`src/rtl/ddr3_mover_pkg.sv`:
```
// Shared types and helpers for the DDR3 burst mover: FSM state, grant tracking,
// MIG command encodings and the wrapping address advance.
package ddr3_mover_pkg;

    typedef enum logic [1:0] {
        ST_IDLE,
        ST_WRITE,
        ST_READ,
        ST_DRAIN
    } state_t;

    typedef enum logic {
        GRANT_WRITE,
        GRANT_READ
    } grant_t;

    localparam logic [2:0] CMD_WRITE = 3'b000;
    localparam logic [2:0] CMD_READ  = 3'b001;

    // Step an address by incr and fold it back to 0 once it reaches limit.
    function automatic logic [63:0] addr_advance(input logic [63:0] addr,
                                                 input logic [63:0] incr,
                                                 input logic [63:0] limit);
        logic [63:0] nxt;
        nxt = addr + incr;
        return (nxt >= limit) ? 64'd0 : nxt;
    endfunction

endpackage

```
`src/rtl/ddr3_burst_mover_if.sv`:
```
// MIG DDR3 user-interface bundle; the mover drives it as master, the MIG
// controller (or its model) sits on the slave side.
interface ddr3_burst_mover_if #(
    parameter int ADDR_WIDTH = 30,
    parameter int DATA_WIDTH = 128
);
    logic                    app_rdy;
    logic                    app_wdf_rdy;
    logic                    app_en;
    logic [2:0]              app_cmd;
    logic [ADDR_WIDTH-1:0]   app_addr;
    logic                    app_wdf_wren;
    logic                    app_wdf_end;
    logic [DATA_WIDTH-1:0]   app_wdf_data;
    logic [DATA_WIDTH/8-1:0] app_wdf_mask;
    logic [DATA_WIDTH-1:0]   app_rd_data;
    logic                    app_rd_data_valid;
    logic                    app_rd_data_end;

    modport master (
        input  app_rdy, app_wdf_rdy, app_rd_data, app_rd_data_valid, app_rd_data_end,
        output app_en, app_cmd, app_addr, app_wdf_wren, app_wdf_end, app_wdf_data,
               app_wdf_mask
    );

    modport slave (
        output app_rdy, app_wdf_rdy, app_rd_data, app_rd_data_valid, app_rd_data_end,
        input  app_en, app_cmd, app_addr, app_wdf_wren, app_wdf_end, app_wdf_data,
               app_wdf_mask
    );
endinterface

```
`src/rtl/ddr3_addr_ptr.sv`:
```
// Linear DDR3 address pointer: advances by ADDR_INCR on inc, returns to 0 at
// ADDR_LIMIT and pulses wrap in the cycle whose increment folds it back.
module ddr3_addr_ptr
    import ddr3_mover_pkg::*;
#(
    parameter int          ADDR_WIDTH = 30,
    parameter int unsigned ADDR_INCR  = 8,
    parameter int unsigned ADDR_LIMIT = 32'h0800_0000
) (
    input  logic                  clk,
    input  logic                  rst_n,
    input  logic                  inc,
    output logic [ADDR_WIDTH-1:0] ptr,
    output logic                  wrap
);

    logic [ADDR_WIDTH-1:0] ptr_nxt;

    assign ptr_nxt = ADDR_WIDTH'(addr_advance(64'(ptr), 64'(ADDR_INCR), 64'(ADDR_LIMIT)));
    assign wrap    = inc & (ptr_nxt == '0);

    always_ff @(posedge clk or negedge rst_n) begin
        if (!rst_n) begin
            ptr <= '0;
        end else if (inc) begin
            // NOTE: non-blocking so every register in the design samples pre-edge values.
            ptr <= ptr_nxt;
        end
    end

endmodule

```
`src/rtl/ddr3_burst_mover.sv`:
```
// Moves inbound FIFO words into DDR3 as single-beat write bursts and streams
// them back, in the same linear order, into the outbound FIFO.
module ddr3_burst_mover
    import ddr3_mover_pkg::*;
#(
    parameter int          ADDR_WIDTH = 30,
    parameter int          DATA_WIDTH = 128,
    parameter int unsigned BURST_LEN  = 32,
    parameter int unsigned ADDR_INCR  = 8,
    parameter int unsigned ADDR_LIMIT = 32'h0800_0000,
    parameter int unsigned OB_DEPTH   = 256
) (
    input  logic                  clk,
    input  logic                  rst_n,
    input  logic                  writes_en,
    input  logic                  reads_en,
    input  logic                  calib_done,
    input  logic [DATA_WIDTH-1:0] ib_data,
    input  logic                  ib_valid,
    input  logic                  ib_empty,
    input  logic [7:0]            ib_count,
    output logic                  ib_re,
    output logic                  ob_we,
    output logic [DATA_WIDTH-1:0] ob_data,
    input  logic [7:0]            ob_count,
    input  logic                  ob_full,
    ddr3_burst_mover_if.master    app,
    output logic                  busy,
    output logic                  ob_overflow
);

    localparam int unsigned BC_W        = $clog2(BURST_LEN) + 1;
    localparam int unsigned RD_HEADROOM = OB_DEPTH - 2 * BURST_LEN;

    state_t                state;
    grant_t                last_grant;
    logic [BC_W-1:0]       beat_cnt;
    logic [BC_W-1:0]       outstanding;
    logic [BC_W-1:0]       outstanding_nxt;
    logic                  lapped;
    logic [ADDR_WIDTH-1:0] wr_ptr;
    logic [ADDR_WIDTH-1:0] rd_ptr;
    logic                  wr_wrap;
    logic                  rd_wrap;
    logic                  wr_qual;
    logic                  rd_qual;
    logic                  wr_beat;
    logic                  rd_issue;
    logic                  rd_ret;
    logic                  unused_inputs;

    // FWFT status and read-data end are implied by valid with single-beat commands.
    assign unused_inputs = ^{ib_empty, app.app_rd_data_end};

    ddr3_addr_ptr #(
        .ADDR_WIDTH (ADDR_WIDTH),
        .ADDR_INCR  (ADDR_INCR),
        .ADDR_LIMIT (ADDR_LIMIT)
    ) u_wr_ptr (
        .clk   (clk),
        .rst_n (rst_n),
        .inc   (wr_beat),
        .ptr   (wr_ptr),
        .wrap  (wr_wrap)
    );

    ddr3_addr_ptr #(
        .ADDR_WIDTH (ADDR_WIDTH),
        .ADDR_INCR  (ADDR_INCR),
        .ADDR_LIMIT (ADDR_LIMIT)
    ) u_rd_ptr (
        .clk   (clk),
        .rst_n (rst_n),
        .inc   (rd_issue),
        .ptr   (rd_ptr),
        .wrap  (rd_wrap)
    );

    // Reads may only start when DDR3 holds unread data and the outbound FIFO
    // can absorb two full bursts.
    assign wr_qual = calib_done & writes_en & (32'(ib_count) >= BURST_LEN);
    assign rd_qual = calib_done & reads_en & (32'(ob_count) <= RD_HEADROOM)
                   & ((rd_ptr != wr_ptr) | lapped);

    assign wr_beat  = (state == ST_WRITE) & ib_valid & app.app_wdf_rdy & app.app_rdy;
    assign rd_issue = (state == ST_READ) & app.app_rdy;
    assign rd_ret   = app.app_rd_data_valid & ((state == ST_READ) | (state == ST_DRAIN));

    assign app.app_en       = wr_beat | (state == ST_READ);
    assign app.app_cmd      = (state == ST_READ) ? CMD_READ : CMD_WRITE;
    assign app.app_addr     = (state == ST_READ) ? rd_ptr : wr_ptr;
    assign app.app_wdf_wren = wr_beat;
    assign app.app_wdf_end  = wr_beat;
    assign app.app_wdf_data = (state == ST_WRITE) ? ib_data : '0;
    assign app.app_wdf_mask = '0;

    assign ib_re   = wr_beat;
    assign ob_we   = rd_ret;
    assign ob_data = rd_ret ? app.app_rd_data : '0;
    assign busy    = (state != ST_IDLE);

    always_comb begin
        // NOTE: default first so no branch leaves outstanding_nxt unassigned (no latch).
        outstanding_nxt = outstanding;
        unique case ({rd_issue, rd_ret})
            2'b10:   outstanding_nxt = outstanding + BC_W'(1);
            2'b01:   outstanding_nxt = outstanding - BC_W'(1);
            default: outstanding_nxt = outstanding;
        endcase
    end

    always_ff @(posedge clk or negedge rst_n) begin
        if (!rst_n) begin
            // NOTE: only control state is reset; the data path is pass-through and holds nothing.
            state       <= ST_IDLE;
            last_grant  <= GRANT_READ;
            beat_cnt    <= '0;
            outstanding <= '0;
            lapped      <= 1'b0;
            ob_overflow <= 1'b0;
        end else begin
            outstanding <= outstanding_nxt;

            if (wr_wrap) begin
                lapped <= 1'b1;
            end else if (rd_wrap) begin
                lapped <= 1'b0;
            end

            if (rd_ret && ob_full) begin
                ob_overflow <= 1'b1;
            end

            unique case (state)
                ST_IDLE: begin
                    if (wr_qual && (!rd_qual || last_grant == GRANT_READ)) begin
                        state      <= ST_WRITE;
                        last_grant <= GRANT_WRITE;
                        beat_cnt   <= BC_W'(BURST_LEN);
                    end else if (rd_qual) begin
                        state      <= ST_READ;
                        last_grant <= GRANT_READ;
                        beat_cnt   <= BC_W'(BURST_LEN);
                    end
                end
                ST_WRITE: begin
                    if (wr_beat) begin
                        beat_cnt <= beat_cnt - BC_W'(1);
                        if (beat_cnt == BC_W'(1)) begin
                            state <= ST_IDLE;
                        end
                    end
                end
                ST_READ: begin
                    if (rd_issue) begin
                        beat_cnt <= beat_cnt - BC_W'(1);
                        if (beat_cnt == BC_W'(1)) begin
                            state <= ST_DRAIN;
                        end
                    end
                end
                ST_DRAIN: begin
                    if (outstanding_nxt == '0) begin
                        state <= ST_IDLE;
                    end
                end
                default: state <= ST_IDLE;
            endcase
        end
    end

endmodule

```
`src/flat_wrapper.sv`:
```
// flat-port wrapper written by rule: the top's interface ports become plain ports
module ddr3_burst_mover_flat import ddr3_mover_pkg::*;
#(
    parameter int          ADDR_WIDTH = 30,
    parameter int          DATA_WIDTH = 128,
    parameter int unsigned BURST_LEN  = 32,
    parameter int unsigned ADDR_INCR  = 8,
    parameter int unsigned ADDR_LIMIT = 32'h0800_0000,
    parameter int unsigned OB_DEPTH   = 256
)
  (clk, rst_n, writes_en, reads_en, calib_done, ib_data, ib_valid, ib_empty, ib_count, ib_re, ob_we, ob_data, ob_count, ob_full, busy, ob_overflow, app_app_rdy, app_app_wdf_rdy, app_app_rd_data, app_app_rd_data_valid, app_app_rd_data_end, app_app_en, app_app_cmd, app_app_addr, app_app_wdf_wren, app_app_wdf_end, app_app_wdf_data, app_app_wdf_mask);
  ddr3_burst_mover_if #(.ADDR_WIDTH(ADDR_WIDTH), .DATA_WIDTH(DATA_WIDTH)) app_i ();
  input  logic clk;
  input  logic rst_n;
  input  logic writes_en;
  input  logic reads_en;
  input  logic calib_done;
  input  logic [DATA_WIDTH-1:0] ib_data;
  input  logic ib_valid;
  input  logic ib_empty;
  input  logic [7:0] ib_count;
  output logic ib_re;
  output logic ob_we;
  output logic [DATA_WIDTH-1:0] ob_data;
  input  logic [7:0] ob_count;
  input  logic ob_full;
  output logic busy;
  output logic ob_overflow;
  input wire logic [$bits(app_i.app_rdy)-1:0] app_app_rdy;
  input wire logic [$bits(app_i.app_wdf_rdy)-1:0] app_app_wdf_rdy;
  input wire logic [$bits(app_i.app_rd_data)-1:0] app_app_rd_data;
  input wire logic [$bits(app_i.app_rd_data_valid)-1:0] app_app_rd_data_valid;
  input wire logic [$bits(app_i.app_rd_data_end)-1:0] app_app_rd_data_end;
  output wire logic [$bits(app_i.app_en)-1:0] app_app_en;
  output wire logic [$bits(app_i.app_cmd)-1:0] app_app_cmd;
  output wire logic [$bits(app_i.app_addr)-1:0] app_app_addr;
  output wire logic [$bits(app_i.app_wdf_wren)-1:0] app_app_wdf_wren;
  output wire logic [$bits(app_i.app_wdf_end)-1:0] app_app_wdf_end;
  output wire logic [$bits(app_i.app_wdf_data)-1:0] app_app_wdf_data;
  output wire logic [$bits(app_i.app_wdf_mask)-1:0] app_app_wdf_mask;
  assign app_i.app_rdy = app_app_rdy;
  assign app_i.app_wdf_rdy = app_app_wdf_rdy;
  assign app_i.app_rd_data = app_app_rd_data;
  assign app_i.app_rd_data_valid = app_app_rd_data_valid;
  assign app_i.app_rd_data_end = app_app_rd_data_end;
  assign app_app_en = app_i.app_en;
  assign app_app_cmd = app_i.app_cmd;
  assign app_app_addr = app_i.app_addr;
  assign app_app_wdf_wren = app_i.app_wdf_wren;
  assign app_app_wdf_end = app_i.app_wdf_end;
  assign app_app_wdf_data = app_i.app_wdf_data;
  assign app_app_wdf_mask = app_i.app_wdf_mask;
  ddr3_burst_mover #(.ADDR_WIDTH(ADDR_WIDTH), .DATA_WIDTH(DATA_WIDTH), .BURST_LEN(BURST_LEN), .ADDR_INCR(ADDR_INCR), .ADDR_LIMIT(ADDR_LIMIT), .OB_DEPTH(OB_DEPTH)) u_core (.clk(clk), .rst_n(rst_n), .writes_en(writes_en), .reads_en(reads_en), .calib_done(calib_done), .ib_data(ib_data), .ib_valid(ib_valid), .ib_empty(ib_empty), .ib_count(ib_count), .ib_re(ib_re), .ob_we(ob_we), .ob_data(ob_data), .ob_count(ob_count), .ob_full(ob_full), .app(app_i), .busy(busy), .ob_overflow(ob_overflow));
endmodule
```
`config.mk`:
```
export PLATFORM = sky130hd
export DESIGN_NAME = ddr3_burst_mover_flat
export DESIGN_NICKNAME = d
export VERILOG_FILES = /design/src/rtl/ddr3_mover_pkg.sv /design/src/rtl/ddr3_burst_mover_if.sv /design/src/rtl/ddr3_addr_ptr.sv /design/src/rtl/ddr3_burst_mover.sv /design/src/flat_wrapper.sv
export SDC_FILE = /design/constraint.sdc
export NUM_CORES = 1
export LEC_CHECK = 0
export ABC_AREA = 1
export BUFFER_PORTS_ARGS = -buffer_cell sky130_fd_sc_hd__buf_4
export CELL_PAD_IN_SITES_DETAIL_PLACEMENT = 0
export CELL_PAD_IN_SITES_GLOBAL_PLACEMENT = 1
export CORE_AREA = 2 2 234 236
export CTS_BUF_LIST = sky130_fd_sc_hd__clkbuf_16
export DETAILED_ROUTE_END_ITERATION = 10
export DIE_AREA = 0 0 236 238
export PLACE_DENSITY_LB_ADDON = 0.1
export SLEW_MARGIN = 15
export SYNTH_ARGS = -nofsm -noshare
export SYNTH_HDL_FRONTEND = slang
export SYNTH_HIERARCHICAL = 1
export SYNTH_SLANG_ARGS = --single-unit
```
`constraint.sdc`:
```
create_clock -name clk -period 3.5 [get_ports clk]
set_clock_uncertainty 0.1 [all_clocks]
set_input_delay 0.175 -clock clk [delete_from_list [all_inputs] [get_ports clk]]
set_output_delay 0.175 -clock clk [all_outputs]
set_load 0.02 [all_outputs]
```
==> results.txt <==
outcome: completed
Worst Tran Pin Value: 0.929 ns
Initial DRC Count: 400
final hold vios: 0
initial antenna violation count: 8
Pwr Total: 6.96 mW
GP Congestion: 0.816
sequential area share after synthesis: 0.228
fin crit period: 3.06 ns
Area growth syn-to-layout: 62.0%
Max FO, Critical Path: 7
cell type with the largest total area after synthesis: nand2_1
Final Setup Violations: 0
power share of the clock group: 0.137
Clock Pin Slew Worst Setup and Hold Paths: 0.07 ns
Mapped Cells: 1,525
TritonCTS Buffers: 9
layout cells sized above 1: 0.326
Die Ht: 238 um
Area after DPL: 13,400 um2
DR WL/cell: 17.1 um
Distinct cells, synth: 36
CTS root buffer: clkbuf_16
FMAX: 327 MHz
Routed Wire Length: 47.3 mm
top-area cell type share of the netlist area: 0.225
startpoint types: register
synth cell count leaders: 507 x nand2_1, 355 x inv_1, 231 x nor2_1
number of synthesized register bits: 77
Final period util: 0.874
Leak: 8.42 nW
via count: 10.5k
Synth Flop Type: dfrtp_1
Die W: 236 um
area of the multi-input gates: 4810 um2
cell internal pwr: 3.34 mW
Worst Hold Class: in -> reg
PortBufs: 570
worst r2r src: u_core/state[0]
Via density: 3.80
NumNets Final: 2,362
NetSw: 3.62 mW
setup_tns: 0 ns
Avg Inst Size Synth: 5.54 um2
peak supply drop: 214 uV
largest net degree at the start of global routing: 131
max-cap viol count: 0
worst setup path start: u_core/state[0]
Power Density: 509 nW/um2
register area: 1930 um2
fillcell total: 6,183
RSZ-0062 raised after global routing: false
min-delay src: ob_count[6]
Synth async-reset ratio: 1.00
grt ovf: 0
row count: 85
Max-slew headroom: 0.381
ranking of synthesized cells by area: nand2_1 23%, dfrtp_1 23%, inv_1 16%
number of remaining DRC errors: 0
Clk Latency, worst-skew pair: 0.36 ns
die area: 56,200 um2
DP Wirelength: 40.4 mm
CP Capture Type: register
H-Tree Level Count: 3
Max clock buf depth: 2
CTS tree: done
Post-synth EDFFs: 0
Crit Path Category: reg -> reg
IO Pins: 596
combinational share of power: 0.661
vias in the first global route: 10.3k
Switching Share: 0.520
most frequent cell after synthesis: nand2_1
post-route cell area: 13,700 um2
Final ANT Viol Nets: 0
Sequential Power Share: 0.201
Final Max Tran Viols: 0
Syn. warnings: 6
clock sinks: 77
Core Box Area: 53,500 um2
initial core utilization: 0.158
Worst EP required: 3.66 ns
GRT Total Usage: 0.161
Worst EP arrival: 3.22 ns
first drt pass iteration count: 5
first-pass GRT wire length: 67.0 mm
Mapped Area: 8450 um2
[cell type report]
| cell class | instances | area share |
|---|---|---|
| antenna | 1 | 0.000183 |
| clock buffer | 9 | 0.0165 |
| clock inverter | 7 | 0.00421 |
| inverter | 362 | 0.0993 |
| multi-input combinational | 1031 | 0.352 |
| sequential | 77 | 0.141 |
| tap | 696 | 0.0636 |
| timing repair buffer | 585 | 0.323 |
[through the flow]
step	hold WS [ns]	setup WS, ns	instances	utilization
after floorplan	-0.221	0.106	1542	-
after global placement	0.277	0.418	2749	0.250
after detailed placement	0.284	0.423	2749	0.250
after CTS	0.134	0.331	2767	0.256
after global routing	0.173	0.158	2768	0.256
final	0.129	0.440	2768	0.256
[metal layers]
layer	routed length (um)	up-vias	global-route usage
met5	56	-	0
met4	1270	8	0.0465
met3	3030	46	0.0384
met2	24300	388	0.297
met1	18600	4627	0.184
li1	-	5436	-
[placed cells by master (no fill, tap or decap), types with 3 or more instances in the layout]
master | netlist | layout
nand2_1 | 507 | 507
ha_1 | 12 | 10
nand3_2 | 22 | 22
inv_2 | 7 | 7
buf_4 | 20 | 580
o21ai_2 | 6 | 6
clkinv_1 | 0 | 3
nand4_1 | 7 | 7
nor3_1 | 8 | 8
nor2_1 | 231 | 231
nand2_2 | 18 | 18
nand3_1 | 59 | 59
nor2_2 | 14 | 14
o21ai_1 | 8 | 8
conb_1 | 1 | 18
xor2_1 | 27 | 27
inv_1 | 355 | 356
xnor2_1 | 31 | 31
clkbuf_16 | 0 | 9
dfrtp_1 | 76 | 76
nor2_4 | 8 | 8
o21ai_0 | 40 | 39
[power groups by stage]
stage	registers, mW	logic, mW	clock network (mW)
final	1.40	4.60	0.956
after CTS	1.40	4.70	1.00
after global placement	1.42	4.72	0
after detailed placement	1.42	4.69	0
after floorplan	1.31	2.80	0
after global routing	1.45	5.08	1.03
[repair_timing]
| item | 4_1_cts | 5_1_grt |
|---|---|---|
| buffers inserted | 0 | 0 |
| resized for setup | 0 | 0 |
| endpoints found under the hold margin | 62 | 0 |
| hold buffers | 2 | 0 |
| setup endpoints to repair | 0 | 0 |
[flip-flops by register name (all words and copies together) (netlist names)]
signal	count
u_core/lapped	1
u_core/u_rd_ptr/ptr	30
u_core/last_grant	1
u_core/state	2
u_core/ob_overflow	1
u_core/outstanding	6
u_core/u_wr_ptr/ptr	30
u_core/beat_cnt	6
[path summary, 6_finish.rpt]
path | end | slack [ns] | depth (start not counted)
setup / recovery | u_core/state[0] | 0.44 | 19
hold / removal | u_core/last_grant | 0.13 | 4
setup reg to reg | u_core/state[0] | 0.44 | 19
hold reg to reg | u_core/ob_overflow | 0.35 | 1
max in group asynchronous | u_core/u_rd_ptr/ptr[6] | 2.11 | 3
min in group asynchronous | u_core/u_wr_ptr/ptr[26] | 0.39 | 2
[cell families after synthesis]
kind of cell    Yosys count  synth area share
other cells               1          0.000444
fa+ha+maj                12            0.0178
compound gates           66            0.0453
xor+xnor                 58            0.0601
buf+inv                 434             0.212
flops                    77             0.228
simple gates            877             0.436
[critical path, stage by stage, from the launching register on]
cell     delay [ns]
dfrtp_1        0.44
inv_1          0.13
ha_2           0.25
o21ai_4        0.07
inv_1          0.15
ha_1           0.35
nor2_1         0.10
nor2_2         0.14
ha_1           0.25
nand2_2        0.07
nand2_2        0.04
or2_0          0.21
nor2_1         0.12
nand3_1        0.09
nor2_1         0.09
nand2_1        0.07
nand2_2        0.08
nand2_2        0.06
nand2_1        0.07
nand2_1        0.05
No activity file was read; power rests on OpenSTA's default activity.
